===== src/rtl/jt51_slot_wr_sched.sv =====
// jt51_slot_wr_sched
//
// Write scheduler for the 32-slot time-multiplexed operator datapath.
// Host register writes are queued together with a target operator slot.
// Each write is released as a one-cycle strobe when the rotating slot
// position reaches its target slot. This lets every per-slot parameter
// memory be written in its own time slot.
//
// A 5-bit slot counter tracks the rotation. The frame sync `zero` realigns
// it, and a `zero` that arrives at a misaligned counter is flagged.
//
// Optional feature macro: JT51_SLOT_WR_MERGE_EN
//   When defined, a request whose slot equals the tail entry's slot
//   overwrites the tail data instead of allocating a new entry. A merge is
//   not done if the tail entry is leaving the queue in that same cycle.
//
// Ports:
//   clk, rst     clock, synchronous active-high reset
//   cen          slot clock enable (one slot per cen cycle)
//   zero         frame sync; the cycle it is high is slot 0
//   req_valid    write request valid
//   req_ready    request can be accepted this cycle
//   req_slot     target slot of the request (0..31)
//   req_data     write data of the request
//   wr_en        registered one-cycle write strobe
//   wr_slot      slot of the last issued write (held between strobes)
//   wr_data      data of the last issued write (held between strobes)
//   synced       frame alignment established (sync FSM state == SYNC)
//   sync_err     one-cycle pulse after a zero seen at a misaligned counter
//
// Handshake: a request transfers in every cycle where req_valid and
// req_ready are both high. req_ready does not depend on req_valid. The
// requester keeps req_slot and req_data stable while req_valid is high
// and req_ready is low.

module jt51_slot_wr_sched #(
    parameter int DW    = 8,
    parameter int DEPTH = 4
) (
    input  logic          clk,
    input  logic          rst,
    input  logic          cen,
    input  logic          zero,
    input  logic          req_valid,
    output logic          req_ready,
    input  logic [4:0]    req_slot,
    input  logic [DW-1:0] req_data,
    output logic          wr_en,
    output logic [4:0]    wr_slot,
    output logic [DW-1:0] wr_data,
    output logic          synced,
    output logic          sync_err
);

    localparam int AW = (DEPTH > 1) ? $clog2(DEPTH) : 1;
    localparam logic [AW:0] DEPTH_CNT = (AW+1)'(DEPTH);

    typedef enum logic {
        ST_UNSYNC = 1'b0,
        ST_SYNC   = 1'b1
    } state_t;

    state_t          state;
    logic [4:0]      cnt;
    logic [4:0]      cur;

    logic [4:0]      q_slot [DEPTH];
    logic [DW-1:0]   q_data [DEPTH];
    logic [AW-1:0]   rd_ptr;
    logic [AW-1:0]   wr_ptr;
    logic [AW-1:0]   tail_ptr;
    logic [AW:0]     count;

    logic            full;
    logic            empty;
    logic            issue;
    logic            merge;
    logic            alloc;

    assign full     = (count == DEPTH_CNT);
    assign empty    = (count == '0);
    assign tail_ptr = wr_ptr - AW'(1);

    // A zero cycle is slot 0 even though cnt has not been reloaded yet.
    assign cur = zero ? 5'd0 : cnt;

    // The head entry issues only at its own slot, on a slot-advance cycle,
    // and only after frame alignment is known.
    assign issue = (state == ST_SYNC) && cen && !empty && (q_slot[rd_ptr] == cur);

`ifdef JT51_SLOT_WR_MERGE_EN
    logic merge_ok;

    // A single-entry queue whose entry is issuing has no tail to merge into.
    assign merge_ok  = !empty && (q_slot[tail_ptr] == req_slot) &&
                       !(issue && (count == (AW+1)'(1)));
    assign req_ready = !rst && (!full || merge_ok);
    assign merge     = req_valid && req_ready && merge_ok;
`else
    assign req_ready = !rst && !full;
    assign merge     = 1'b0;
`endif

    assign alloc  = req_valid && req_ready && !merge;
    assign synced = (state == ST_SYNC);

    // Control, slot counter, sync FSM and write port.
    always_ff @(posedge clk) begin
        if (rst) begin
            cnt      <= 5'd0;
            state    <= ST_UNSYNC;
            rd_ptr   <= '0;
            wr_ptr   <= '0;
            count    <= '0;
            wr_en    <= 1'b0;
            wr_slot  <= 5'd0;
            wr_data  <= '0;
            sync_err <= 1'b0;
        end else begin
            // zero reloads to 1 because the zero cycle itself is slot 0.
            if (zero) begin
                cnt <= 5'd1;
            end else if (cen) begin
                cnt <= cnt + 5'd1;
            end

            case (state)
                ST_UNSYNC: begin
                    sync_err <= 1'b0;
                    if (zero) begin
                        state <= ST_SYNC;
                    end
                end
                ST_SYNC: begin
                    sync_err <= zero && (cnt != 5'd0);
                end
                default: begin
                    sync_err <= 1'b0;
                    state    <= ST_UNSYNC;
                end
            endcase

            wr_en <= issue;
            if (issue) begin
                wr_slot <= q_slot[rd_ptr];
                wr_data <= q_data[rd_ptr];
                rd_ptr  <= rd_ptr + AW'(1);
            end

            if (alloc) begin
                wr_ptr <= wr_ptr + AW'(1);
            end

            case ({alloc, issue})
                2'b10:   count <= count + (AW+1)'(1);
                2'b01:   count <= count - (AW+1)'(1);
                default: count <= count;
            endcase
        end
    end

    // Queue storage. It needs no reset because occupancy is tracked by count.
    always_ff @(posedge clk) begin
        if (alloc) begin
            q_slot[wr_ptr] <= req_slot;
            q_data[wr_ptr] <= req_data;
        end else if (merge) begin
            q_data[tail_ptr] <= req_data;
        end
    end

endmodule


===== config.mk =====
export PLATFORM = sky130hd
export DESIGN_NAME = jt51_slot_wr_sched
export DESIGN_NICKNAME = d
export VERILOG_FILES = /design/src/rtl/jt51_slot_wr_sched.sv
export SDC_FILE = /design/constraint.sdc
export NUM_CORES = 1
export LEC_CHECK = 0
export BUFFER_PORTS_ARGS = -buffer_cell sky130_fd_sc_hd__buf_4
export CAP_MARGIN = 20
export CORE_MARGIN = 5
export CORE_UTILIZATION = 52
export DETAILED_ROUTE_END_ITERATION = 8
export MAX_ROUTING_LAYER = met4
export PLACE_DENSITY = 0.74
export SLEW_MARGIN = 20
export SYNTH_ARGS = -nofsm -noshare
export SYNTH_HDL_FRONTEND = slang
export SYNTH_SLANG_ARGS = --single-unit
export TNS_END_PERCENT = 1

===== constraint.sdc =====
create_clock -name clk -period 3.15 [get_ports clk]
set_input_delay 0.63 -clock clk [delete_from_list [all_inputs] [get_ports clk]]
set_output_delay 0.63 -clock clk [all_outputs]
set_load 0.02 [all_outputs]

Yosys cells after proc, flatten, opt, wreduce, memory -nomap -nowiden
Memory sizes are Yosys's and may differ from the RTL's. A register that Yosys moved wholly into a read port is not among the register bits.
Index checks and enable logic that the tools add are counted.
Storage, ports and cells
  bits in registers: 20
  bits in latches: 0
  memory bits (writable): 52
  memory bits (read-only): 0
  input port bits: 18
  memories kept: 2
Cells by class
  $add $sub $neg: 5
  multiply operators: 0
  div/mod/pow operators: 0
  magnitude comparators: 0
  equality and inequality tests: 4
  shift-type cells: 0
  multiplexer cells: 11
  bitwise operators: 1
  reduce and logical (&&, ||, !) cells: 14
Memory list
  q_data: depth 4, width 8, read ports 1, clocked after memory_dff 1, wr ports 1, line 68  | logic [DW-1:0] q_data [DEPTH];
  q_slot: depth 4, width 5, read ports 1, clocked after memory_dff 1, wr ports 1, line 67  | logic [4:0] q_slot [DEPTH];
Operators with widths (count)
  $logic_and 1x1->1: 6
  $mux 1: 6
  $pmux 3 s2: 1
  $add 5x1->5 const B: 1
  $eq 5x5->1: 1
  $mux 5: 1
  $reduce_bool 5->1: 1
  $add 2x1->2 const B: 2
  $mux 2: 2
  $reduce_bool 2->1: 2
  $add 3x1->3 const B: 1
  $eq 3x3->1 const B: 1
  $logic_not 1->1: 3
  $logic_not 3->1: 1
  $sub 3x1->3 const B: 1
  $eq 2x1->1 const B: 1
  $eq 2x2->1 const B: 1
  $pmux 1 s2: 1
  $reduce_or 2->1: 1
  $not 1->1: 1

Longest topological paths before layout
Gate-level depths: netlist of run 1.
  depth after elaboration: 6
  depth in mapped cells: 13

Worst setup path before layout of run 1
No wires, ideal clock.
  kind: register to register
  start point: reg (tool-made name)
  end point: reg count[2]
  setup time: 71 ps
  arrival time: 3155 ps
  data required time: 3079 ps
  slack: -75 ps
  stages on the path, launching flop included: 13
  path buffers: 2
  clock period less this slack: 3225 ps
  path through: dfxtp_1 -> buf_6 -> mux4_2 -> a2111o_1 -> a2111o_1 -> buf_6 -> inv_12 -> ha_1 -> inv_1 -> fa_1 -> xor2_1 -> or3_1 -> a21oi_1
RTL lines
  end signal: assignment: line 155  | 2'b10: count <= count + (AW+1)'(1);
  end signal: assignment: line 156  | 2'b01: count <= count - (AW+1)'(1);
  end signal: assignment: line 157  | default: count <= count;
  end: declaration: line 72  | logic [AW:0] count;

==> summary.md, run 1 <==
| Metric | Value |
|---|---|
| Share of final-layout standard cells stronger than drive strength 1 | `29.1%` |
| Maximum level of the CTS H-tree | `3` |
| Number of buffers added by the clock tree synthesis step | `9` |
| Most instantiated library cell after synthesis | `sky130_fd_sc_hd__edfxtp_1` |
| HPWL after DPL | `3920 um` |
| Switching fraction of total power | `20.9%` |
| Slowest Stage Delay on Critical Path | `530 ps` |
| Proportion of register bits with asynchronous set or reset after synthesis | `0%` |
| Status | `completed` |
| Psw | `0.442 mW` |
| Residual DRC | `0` |
| Min-Delay Path Class | `flop to flop` |
| Placed standard-cell area | `3800 um^2` |
| Syn avg cell area | `14.8 um^2` |
| RSZ-0062 raised after global routing | `yes` |
| Type of the setup path with the least slack | `flop to flop` |
| Maximum net fanout on the critical path | `6` |
| Clock sink count | `82` |
| Leftover overflow at the end of global routing | `0` |
| Critical Path AT | `3410 ps` |
| Area contributors post-synth | `sky130_fd_sc_hd__edfxtp_1 45%, sky130_fd_sc_hd__dfxtp_1 17%, sky130_fd_sc_hd__mux4_2 5.9%, sky130_fd_sc_hd__mux2i_1 4.9%, sky130_fd_sc_hd__nand2b_1 4.9%` |
| Leak Pwr | `1.48 nW` |
| Die height | `91.4 um` |
| Clock Power Share | `38.9%` |
| Buffers plus inverters on the worst setup path | `2` |
| Commonest register cell after synthesis | `sky130_fd_sc_hd__edfxtp_1` |
| Number of antenna violations at the first check in global routing | `0` |
| Worst setup slack after layout | `19.0 ps` |
| Library cell appearing most often on the critical path | `sky130_fd_sc_hd__a2111o_1` |
| Area of the die | `8360 um^2` |
| Crit path launch type | `flop` |
| Synth Cell Area | `3450 um^2` |
| Share of power burned in combinational logic | `5.4%` |
| Synth top area share | `45.3%` |
| Total via count after detailed routing | `1,901` |
| Number of standard cells after synthesis | `233` |
| TNS Setup | `0 ps` |
| Area added between synthesis and finish | `17.4%` |
| Min cycle time layout | `3130 ps` |
| CP required | `3430 ps` |
| Fraction of the yosys area taken by sequential cells | `62.7%` |
| Width of the die | `91.4 um` |
| CTS root buf | `sky130_fd_sc_hd__clkbuf_8` |
| Pre-CTS setup slack | `-116 ps` |
| Number of synthesized register bits | `82` |
| Clock-pin slew of the registers on the worst-case setup and hold paths | `80 ps` |
| Worst voltage drop across the vdd grid | `0.355 mV` |
| Ratio of total power to cell area | `522 nW/um^2` |
| Period Utilization, post-route | `99.4%` |
| Count of nets left with antenna violations after detail routing | `0` |
| Worst path slowest cell | `sky130_fd_sc_hd__mux4_2` |
| Rows | `29` |
| Setup skew after layout | `7.78 ps` |
| Worst hold margin | `477 ps` |
| Post-synth EDFFs | `52` |
| Antenna diode count | `0` |
| Overall routing resource usage | `15.7%` |
| First-pass GRT wire length | `9800 um` |
| Count of unique library cells instantiated by Yosys | `40` |
| Top cells by instance count after synthesis | `52 x sky130_fd_sc_hd__edfxtp_1, 30 x sky130_fd_sc_hd__dfxtp_1, 27 x sky130_fd_sc_hd__nand2b_1, 17 x sky130_fd_sc_hd__mux2i_1, 13 x sky130_fd_sc_hd__nor2_1` |
| List of cells traversed by the critical path | `mux4_2 > a2111o_1 > a2111o_1 > inv_12 > ha_4 > inv_1 > fa_1 > xor2_1 > or3_1 > a21oi_1` |
| Number of buffers inserted by hold repair at cts | `0` |
| Routed Wire Length | `5850 um` |
| Initial core utilization | `54.0%` |
| Number of buffers inserted by port buffering | `34` |
| Final std cell area, no fill | `4050 um^2` |
| Internal portion of total power | `1.67 mW` |
| Largest area contributor in the synthesized netlist | `sky130_fd_sc_hd__edfxtp_1` |
| Number of global-route vias before repair | `1,897` |
| Buffer depth of the longest clock path | `2` |
| Boundary Pins | `35` |
| Sequential group share of total power | `55.7%` |
| Nets in the synthesized netlist | `259` |
| Total power | `2.11 mW` |
| CTS tree | `built` |
| Max-capacitance violation count | `0` |
| Total count of max-transition violations in the final report | `0` |
| Slew margin rel. | `52.6%` |
| Worst-skew pair later-pin latency | `350 ps` |
| Final-report setup violation count | `0` |
| Slew @ Worst Pin | `712 ps` |
| Maximum number of pins on one net before global-route repair | `45` |
| Max Fclk | `0.319 GHz` |
| Net total in the final layout | `303` |
| Number of synthesis warnings | `0` |
| Cell class contributing the biggest share of worst-path delay | `compound AO/OA/AOI/OAI gates` |
| Final number of hold-violating endpoints | `0` |
| First-pass iteration count of the detailed router | `4` |
| RD Place Congestion | `0.764` |
| Standard cell core area | `6390 um^2` |
| Violation count after the first detailed-route iteration | `86` |
| Routed wire per std cell | `16.3 um` |
| CP endpoint kind | `flop` |
| Via density per instance | `5.30` |
| Number of filler cells placed in the layout | `469` |
[layer usage]
layer	vias up	track usage, %	routed length, um
met2	31	22.9	2780
met4	0	6.97	49
li1	944	-	-
met3	4	3.80	218
met1	922	20.9	2800
met5	-	-	0
[placed cells by master, fill, tap and decap left out, types with 2 or more instances in the layout]
cell	instances
sky130_fd_sc_hd__clkinv_4	2
sky130_fd_sc_hd__edfxtp_1	52
sky130_fd_sc_hd__a2111o_1	2
sky130_fd_sc_hd__xor2_1	5
sky130_fd_sc_hd__ha_1	6
sky130_fd_sc_hd__dfxtp_1	29
sky130_fd_sc_hd__nor2_1	13
sky130_fd_sc_hd__mux2_4	2
sky130_fd_sc_hd__bufinv_16	2
sky130_fd_sc_hd__a31oi_1	3
sky130_fd_sc_hd__nand4_1	2
sky130_fd_sc_hd__clkbuf_8	9
sky130_fd_sc_hd__and3_1	4
sky130_fd_sc_hd__inv_1	10
sky130_fd_sc_hd__mux2i_1	17
sky130_fd_sc_hd__mux4_2	13
sky130_fd_sc_hd__a21oi_1	2
sky130_fd_sc_hd__buf_4	45
sky130_fd_sc_hd__nand2_1	3
sky130_fd_sc_hd__xnor2_1	3
sky130_fd_sc_hd__nor3_1	7
sky130_fd_sc_hd__nand2b_1	27
[logic make-up (layout without fill, tap and decap cells)]
group           count (synthesis)  after routing  synth area share [%]
xor+xnor                        8              8                  2.03
compound gates                 13             13                  2.90
mux                            33             33                  15.1
simple gates                   66             66                  10.9
flops                          82             82                  62.7
fa+ha+maj                       8              8                  3.12
buf+inv                        23             72                  3.30
[final cells by class]
cell class	instances	area (um^2)	share of cell area, %
flip-flops and latches	82	2170	53.5
clock inverters	6	91.3	2.26
clock buffers	10	128	3.15
repair buffers	45	338	8.34
well taps	77	96.3	2.38
inverters	11	53.8	1.33
multi-input cells	128	1180	29.0
[tightest hold or removal path: cells and delay by family, from the launching register on]
family           cells  cell delay [ps]
DFF                  1              340
and+or+nand+nor      2              100
[path summary, 6_finish.rpt]
kind	from	endpoint	slack [ps]	cells after the start
min	synced$_SDFF_PP0_	sync_err$_SDFF_PP0_	480	2
max	flop	count[2]$_SDFFE_PP0P_	20	10
max reg2reg	flop	count[2]$_SDFFE_PP0P_	20	10
min reg2reg	synced$_SDFF_PP0_	sync_err$_SDFF_PP0_	480	2
[flip-flops by register name, summed over array words and instances (netlist names), named ones only]
name / count
q_data: 32
q_slot: 20
wr_data: 8
cnt: 5
wr_slot: 5
count: 3
rd_ptr: 2
wr_ptr: 2
sync_err: 1
synced: 1
wr_en: 1
[repair_timing]
item / 4_1_cts / 5_1_grt
pin swaps: 1 / 1
resized for setup: 2 / 0
setup endpoints to repair: 1 / 1
setup buffers: 1 / 2
gates cloned: 0 / 0
[metrics by stage]
step / utilization, % / cells
after floorplan: - / 233
after global placement: 59.6 / 340
after detailed placement: 59.6 / 340
after CTS: 63.2 / 357
after global routing: 63.4 / 359
final: 63.4 / 359
[power by group through the flow]
stage / clock, mW / combinational, mW / sequential (mW)
finish: 0.821 / 0.114 / 1.18
global route: 0.881 / 0.127 / 1.18
CTS: 0.839 / 0.115 / 1.18
detailed placement: 0 / 0.113 / 1.20
global placement: 0 / 0.110 / 1.20
floorplan: 0 / 0.0667 / 1.20
(Power assumes the default switching activity.)
==> run 2, diff against run 1 <==
==> constraint.sdc (replaced) <==
create_clock -name clk -period 2.55 [get_ports clk]
set_input_delay 0.1275 -clock clk [delete_from_list [all_inputs] [get_ports clk]]
set_output_delay 0.1275 -clock clk [all_outputs]
set_load 0.02 [all_outputs]
==> run 2 against run 1 <==
Effect of this change:
- the run now ends with negative setup slack left
- hold slack worse by 440 ps
- clock power up 29%
- clock-buffer cell count down 1
- utilization up 3.7 points
- sequential power up 23%
- total power up 27%
- critical endpoint unchanged
- largest cell class unchanged
- largest power group unchanged
- highest routed layer unchanged
==> summary.md, run 2 (synthesized netlist as in run 1, its figures left out) <==
| Metric | Value |
|---|---|
| Min-Delay Path Class | `input port to flop` |
| Final instance count without filler cells | `383 (+6.7%)` |
| Total count of max-transition violations in the final report | `0 (unchanged)` |
| CTS tree | `built` |
| Ratio of total power to cell area | `627 nW/um^2 (+20%)` |
| Clock sink count | `82 (unchanged)` |
| TNS Setup | `-913 ps (-913 ps)` |
| Leak Pwr | `1.60 nW (+7.7%)` |
| Die height | `91.4 um (unchanged)` |
| Number of buffers inserted by port buffering | `34 (unchanged)` |
| Standard cell core area | `6390 um^2 (unchanged)` |
| Boundary Pins | `35 (unchanged)` |
| Maximum net fanout on the critical path | `6 (unchanged)` |
| Worst voltage drop across the vdd grid | `0.467 mV (+32%)` |
| Min cycle time layout | `3080 ps (-48.7 ps)` |
| First-pass GRT wire length | `9860 um (+0.63%)` |
| Violations in the final reports | `negative setup slack` |
| Number of filler cells placed in the layout | `462 (-1.5%)` |
| Leftover overflow at the end of global routing | `0 (unchanged)` |
| Max Fclk | `0.324 GHz (+1.6%)` |
| CP endpoint kind | `flop` |
| Total via count after detailed routing | `2,001 (+5.3%)` |
| First-pass iteration count of the detailed router | `4 (unchanged)` |
| Routed wire per std cell | `15.3 um (-6.2%)` |
| Registers with the most flip-flops | `q_data (32), q_slot (20), wr_data (8)` |
| Net total in the final layout | `327 (+7.9%)` |
| Count of nets left with antenna violations after detail routing | `0 (unchanged)` |
| Worst hold margin | `35.3 ps (-442 ps)` |
| Crit path launch type | `flop` |
| Area occupied by registers | `2170 um^2 (unchanged)` |
| Most common cell after layout, fill and taps aside | `sky130_fd_sc_hd__buf_4` |
| Area added between synthesis and finish | `24.2%` |
| Met3 routing resource usage after global routing | `3.72% (-0.083 points)` |
| Met2 track demand over resource | `22.4% (-0.42 points)` |
| Max-capacitance violation count | `0 (unchanged)` |
| CTS root buf | `sky130_fd_sc_hd__clkbuf_8` |
| Routed Wire Length | `5850 um (about the same)` |
| GR peak layer | `met2` |
| Worst setup slack after layout | `-532 ps (-551 ps)` |
| Number of cells on the worst reg-to-reg path | `11 (+1)` |
| Multi-input combinational cell area | `1190 um^2 (+0.96%)` |
| Number of global-route vias before repair | `1,979 (+4.3%)` |
| Setup skew after layout | `9.12 ps (+1.34 ps)` |
| Number of antenna violations at the first check in global routing | `0 (unchanged)` |
| Number of flip-flops under the largest register name | `32 (unchanged)` |
| Hold path depth | `2 (unchanged)` |
| Most frequent cells in the layout | `56 x sky130_fd_sc_hd__buf_4, 52 x sky130_fd_sc_hd__edfxtp_1, 29 x sky130_fd_sc_hd__dfxtp_1` |
| Type of the setup path with the least slack | `flop to flop` |
| Buffer depth of the longest clock path | `2 (unchanged)` |
| Residual DRC | `0 (unchanged)` |
| Status | `finished, violations left` |
| Rows | `29 (unchanged)` |
| Initial core utilization | `54.0% (unchanged)` |
| Slew margin rel. | `56.0% (+3.5 points)` |
| HPWL after DPL | `4110 um (+4.7%)` |
| RSZ-0062 raised after global routing | `yes` |
| Antenna diode count | `0 (unchanged)` |
| Worst-skew pair later-pin latency | `350 ps (about the same)` |
| Via density per instance | `5.22 (-1.3%)` |
| RD Place Congestion | `0.770 (+0.88%)` |
| Overall routing resource usage | `15.7% (-0.018 points)` |
| Period Utilization, post-route | `121% (+21 points)` |
| Final number of hold-violating endpoints | `0 (unchanged)` |
| Critical Path AT | `3370 ps (-40 ps)` |
| Area of the die | `8360 um^2 (unchanged)` |
| Met1 global-route usage | `20.6% (-0.33 points)` |
| Clock-pin slew of the registers on the worst-case setup and hold paths | `80 ps (about the same)` |
| Maximum number of pins on one net before global-route repair | `45 (unchanged)` |
| Width of the die | `91.4 um (unchanged)` |
| Final-report setup violation count | `5 (+5)` |
| Slew @ Worst Pin | `660 ps (-51.8 ps)` |
| CP required | `2840 ps (-590 ps)` |
| Maximum level of the CTS H-tree | `3 (unchanged)` |
| Number of buffers added by the clock tree synthesis step | `9 (unchanged)` |
| Violation count after the first detailed-route iteration | `76 (-12%)` |
| Register with the most flip-flops | `q_data` |
| Total placed cells including tap cells | `352 (+3.5%)` |
| Share of final-layout standard cells stronger than drive strength 1 | `31.7% (+2.6 points)` |
-- run 2: cell types whose count changed in the layout (fill, tap and decap cells not counted), sizes merged --
cell	change
buf	+11
clkbuf	-1
clkinv	-3
clkinvlp	+1
dlygate4sd3	+13
inv	+3
-- run 2: final timing paths --
kind,start,endpoint,slack (ps)
hold / removal,zero,cnt[4]$_SDFFE_PP0P_,40
hold reg to reg,wr_data[2]$_SDFFE_PP0P_,wr_data[2]$_SDFFE_PP0P_,480
setup / recovery,flop,count[2]$_SDFFE_PP0P_,-530
setup reg to reg,flop,count[2]$_SDFFE_PP0P_,-530
-- run 2: final cells by class --
class                   instances  share of cell area, %
clock buffers                   9                   2.89
clock inverters                 7                   2.45
flip-flops and latches         82                   50.6
well taps                      77                   2.25
multi-input cells             128                   27.7
repair buffers                 69                   12.9
inverters                      11                   1.26
-- run 2: through the flow --
| stage | setup slack [ps] | utilization, % | area (um^2) | power, mW |
|---|---|---|---|---|
| floorplan | -493 | - | 3450 | 1.57 |
| global placement | -606 | 61.0 | 3900 | 1.63 |
| detailed placement | -710 | 61.0 | 3900 | 1.64 |
| CTS | -534 | 66.9 | 4270 | 2.71 |
| global route | -655 | 67.1 | 4280 | 2.80 |
| finish | -532 | 67.1 | 4280 | 2.69 |
-- run 2: worst max-delay path: stages (launching register included) --
cell	delay, ps
sky130_fd_sc_hd__dfxtp_4	410
sky130_fd_sc_hd__mux4_2	530
sky130_fd_sc_hd__nor4b_2	280
sky130_fd_sc_hd__a31oi_1	90
sky130_fd_sc_hd__a2111o_1	530
sky130_fd_sc_hd__inv_12	90
sky130_fd_sc_hd__ha_4	130
sky130_fd_sc_hd__inv_1	40
sky130_fd_sc_hd__fa_2	330
sky130_fd_sc_hd__xor2_1	160
sky130_fd_sc_hd__or3_1	320
sky130_fd_sc_hd__a21oi_2	120
-- run 2: what timing repair did --
item | CTS | global route
pin swaps | 1 | 2
endpoints found under the hold margin | 52 | 0
endpoints found under the setup margin | 8 | 7
resized for setup | 3 | 1
buffers inserted | 1 | 1
hold buffers | 13 | 0
-- run 2: power breakdown --
group          switching (mW)  internal, mW  leakage [nW]  total, mW
combinational          0.0828        0.0879         0.770      0.171
sequential             0.0114          1.44         0.716       1.45
clock                   0.496         0.568         0.113       1.06
total                   0.590          2.10          1.60       2.69
-- run 2: metal layers --
metal / share of wire, % / wire length [um] / vias up
li1: - / - / 992
met1: 47 / 2730 / 959
met2: 47 / 2760 / 40
met3: 4.3 / 250 / 10
met4: 2.1 / 121 / 0
met5: 0 / 0 / -
==> run 3, diff against run 2 <==
CORE_UTILIZATION = 23   (was 52)
PLACE_DENSITY = unset   (was 0.74)
==> run 3 against run 2 <==
Effect of this change:
- the flow still finishes with violations (negative setup slack)
- clock skew shrank 1.7 ps
- sequential power hardly changed
- global-route usage down 7.5 points
- clock power increased by 26%
- via count increased by 1.0%
- critical path depth did not move
- die area up 110%
- non-clock buffer count up 4
- final cell count increased by 29%
- combinational power is 4% higher
- final area up 5.7%
==> summary.md, run 3 (synthesized netlist as in run 1, its figures left out) <==
| Metric | Value |
|---|---|
| Status | `finished, violations left` |
| Violations in the final reports | `negative setup slack` |
| Area of the die | `17,500 um^2 (+110%)` |
| Via density per instance | `4.09 (-22%)` |
| Pre-CTS setup slack | `-696 ps (+13.8 ps)` |
| Routed wire per std cell | `13.1 um (-14%)` |
| Total via count after detailed routing | `2,021 (+1.0%)` |
| Width of the die | `132 um (+45%)` |
| Registers with the most flip-flops | `q_data (32), q_slot (20), wr_data (8)` |
| Register with the most flip-flops | `q_data` |
| Boundary Pins | `35 (unchanged)` |
| Number of antenna violations at the first check in global routing | `0 (unchanged)` |
| Number of global-route vias before repair | `2,191 (+11%)` |
| Period Utilization, post-route | `121% (+0.38 points)` |
| Clock sink count | `82 (unchanged)` |
| Max Fclk | `0.323 GHz (-0.32%)` |
| Die height | `132 um (+45%)` |
| Total count of max-transition violations in the final report | `0 (unchanged)` |
| Worst-skew pair later-pin latency | `340 ps (about the same)` |
| RD Place Congestion | `0.765 (-0.66%)` |
| Final number of hold-violating endpoints | `0 (unchanged)` |
| Leftover overflow at the end of global routing | `0 (unchanged)` |
| Worst setup slack after layout | `-542 ps (-9.81 ps)` |
| Final-report setup violation count | `3 (-2)` |
| Maximum level of the CTS H-tree | `3 (unchanged)` |
| Worst voltage drop across the vdd grid | `0.337 mV (-28%)` |
| Most common cell after layout, fill and taps aside | `sky130_fd_sc_hd__buf_4` |
| CTS root buf | `sky130_fd_sc_hd__clkbuf_16` |
| Setup skew after layout | `7.40 ps (-1.72 ps)` |
| First-pass GRT wire length | `11,000 um (+11%)` |
| CP endpoint kind | `flop` |
| Clock-pin slew of the registers on the worst-case setup and hold paths | `60 ps (-20 ps)` |
| Number of buffers added by the clock tree synthesis step | `9 (unchanged)` |
| List of cells traversed by the critical path | `mux4_2 > nor4b_2 > a31oi_1 > a2111o_1 > inv_12 > ha_4 > inv_1 > fa_2 > xor2_1 > or3_1 > a21oi_2` |
| RSZ-0062 raised after global routing | `yes` |
| Routed Wire Length | `6490 um (+11%)` |
| Endpoint of the worst hold-timing path | `cnt[2]$_SDFFE_PP0P_` |
| Count of nets left with antenna violations after detail routing | `0 (unchanged)` |
| Worst path slowest cell | `sky130_fd_sc_hd__mux4_2` |
| Number of buffers inserted by port buffering | `34 (unchanged)` |
| Buffer depth of the longest clock path | `2 (unchanged)` |
| Slowest Stage Delay on Critical Path | `530 ps (about the same)` |
| Antenna diode count | `0 (unchanged)` |
| Leak Pwr | `1.66 nW (+4.0%)` |
| Maximum net fanout on the critical path | `6 (unchanged)` |
| Residual DRC | `0 (unchanged)` |
| Min cycle time layout | `3090 ps (+9.81 ps)` |
| Violation count after the first detailed-route iteration | `151 (+99%)` |
| Total power | `2.97 mW (+11%)` |
| Standard cell core area | `14,600 um^2 (+130%)` |
| Min-Delay Path Class | `input port to flop` |
| CTS tree | `built` |
| Slew margin rel. | `70.6% (+15 points)` |
| HPWL after DPL | `4720 um (+15%)` |
| Slew @ Worst Pin | `436 ps (-224 ps)` |
| First-pass iteration count of the detailed router | `4 (unchanged)` |
| Worst reg2reg endpoint | `count[2]$_SDFFE_PP0P_` |
| Share of final-layout standard cells stronger than drive strength 1 | `32.3% (+0.56 points)` |
| Max-capacitance violation count | `0 (unchanged)` |
| Number of cells on the worst reg-to-reg path | `11 (unchanged)` |
| Launch instance of the worst min-delay path | `zero` |
| Rows | `44 (+52%)` |
| Hold path depth | `2 (unchanged)` |
| Type of the setup path with the least slack | `flop to flop` |
| Crit path launch type | `flop` |
| Number of flip-flops under the largest register name | `32 (unchanged)` |
| Ratio of total power to cell area | `657 nW/um^2 (+4.7%)` |
| Net total in the final layout | `331 (+1.2%)` |
| CP required | `2820 ps (-20 ps)` |
| Most frequent cells in the layout | `60 x sky130_fd_sc_hd__buf_4, 52 x sky130_fd_sc_hd__edfxtp_1, 29 x sky130_fd_sc_hd__dfxtp_1` |
| Maximum number of pins on one net before global-route repair | `44 (-2.2%)` |
| Area added between synthesis and finish | `31.3%` |
| Setup slack of the worst register-to-register path | `-540 ps (about the same)` |
| Initial core utilization | `23.5% (-30 points)` |
| Overall routing resource usage | `8.14% (-7.5 points)` |
| Critical Path AT | `3360 ps (about the same)` |
[run 3: timing repair]
item / in CTS / in global routing
gates resized for setup: 2 / 2
gates cloned: 0 / 0
buffers inserted: 2 / 0
hold buffers: 13 / 0
setup endpoints to repair: 12 / 7
endpoints found under the hold margin: 52 / 0
pin swaps: 2 / 1
[run 3: worst max-delay path: cells and delay by family, from the launching register on]
| family | cells | cell delay [ps] |
|---|---|---|
| and+or+nand+nor | 2 | 610 |
| adders and majority gates | 2 | 450 |
| AOI/OAI and AO/OA | 3 | 740 |
| muxes | 1 | 530 |
| xor gates and xnor gates | 1 | 150 |
| buffers and inverters | 2 | 130 |
| DFF | 1 | 400 |
[run 3: area by class of cell]
| type | instances | area, um^2 |
|---|---|---|
| multi-input combinational | 128 | 1180 |
| sequential | 82 | 2170 |
| clock buffer | 9 | 225 |
| tap | 184 | 230 |
| timing repair buffer | 73 | 581 |
| inverter | 11 | 53.8 |
| clock inverter | 7 | 87.6 |
| fill | 1443 | 10100 |
[run 3: worst max path at each step]
stage,slack (ps),cells past startpoint,from,to
floorplan,-490,13,flop,count[2]$_SDFFE_PP0P_
global placement,-600,11,flop,count[2]$_SDFFE_PP0P_
detailed placement,-700,11,flop,count[2]$_SDFFE_PP0P_
CTS,-540,11,flop,count[2]$_SDFFE_PP0P_
global route,-660,11,flop,count[2]$_SDFFE_PP0P_
finish,-540,11,flop,count[2]$_SDFFE_PP0P_
[run 3: power by group]
group	switching, mW	internal (mW)	total [mW]
Combinational	0.0852	0.0915	0.177
Sequential	0.0113	1.44	1.45
Clock	0.558	0.786	1.34
[run 3: through the flow]
stage / util (%) / setup TNS [ps] / hold WS [ps] / std cells / instance area [um^2]
floorplan: - / -855 / 226 / 233 / 3450
CTS: 30.9 / -959 / 55.3 / 494 / 4520
global placement: 27.7 / -1910 / 327 / 463 / 4060
detailed placement: 27.7 / -2030 / 334 / 463 / 4060
finish: 30.9 / -958 / 69.4 / 494 / 4530
global route: 30.9 / -1450 / 74.5 / 494 / 4530
[run 3: layer usage]
metal	global-route usage (%)	vias up	part of all wire [%]
li1	-	1001	-
met5	-	-	0
met4	3.64	0	2.1
met3	2.20	10	2.1
met2	13.1	27	49
met1	9.57	983	47
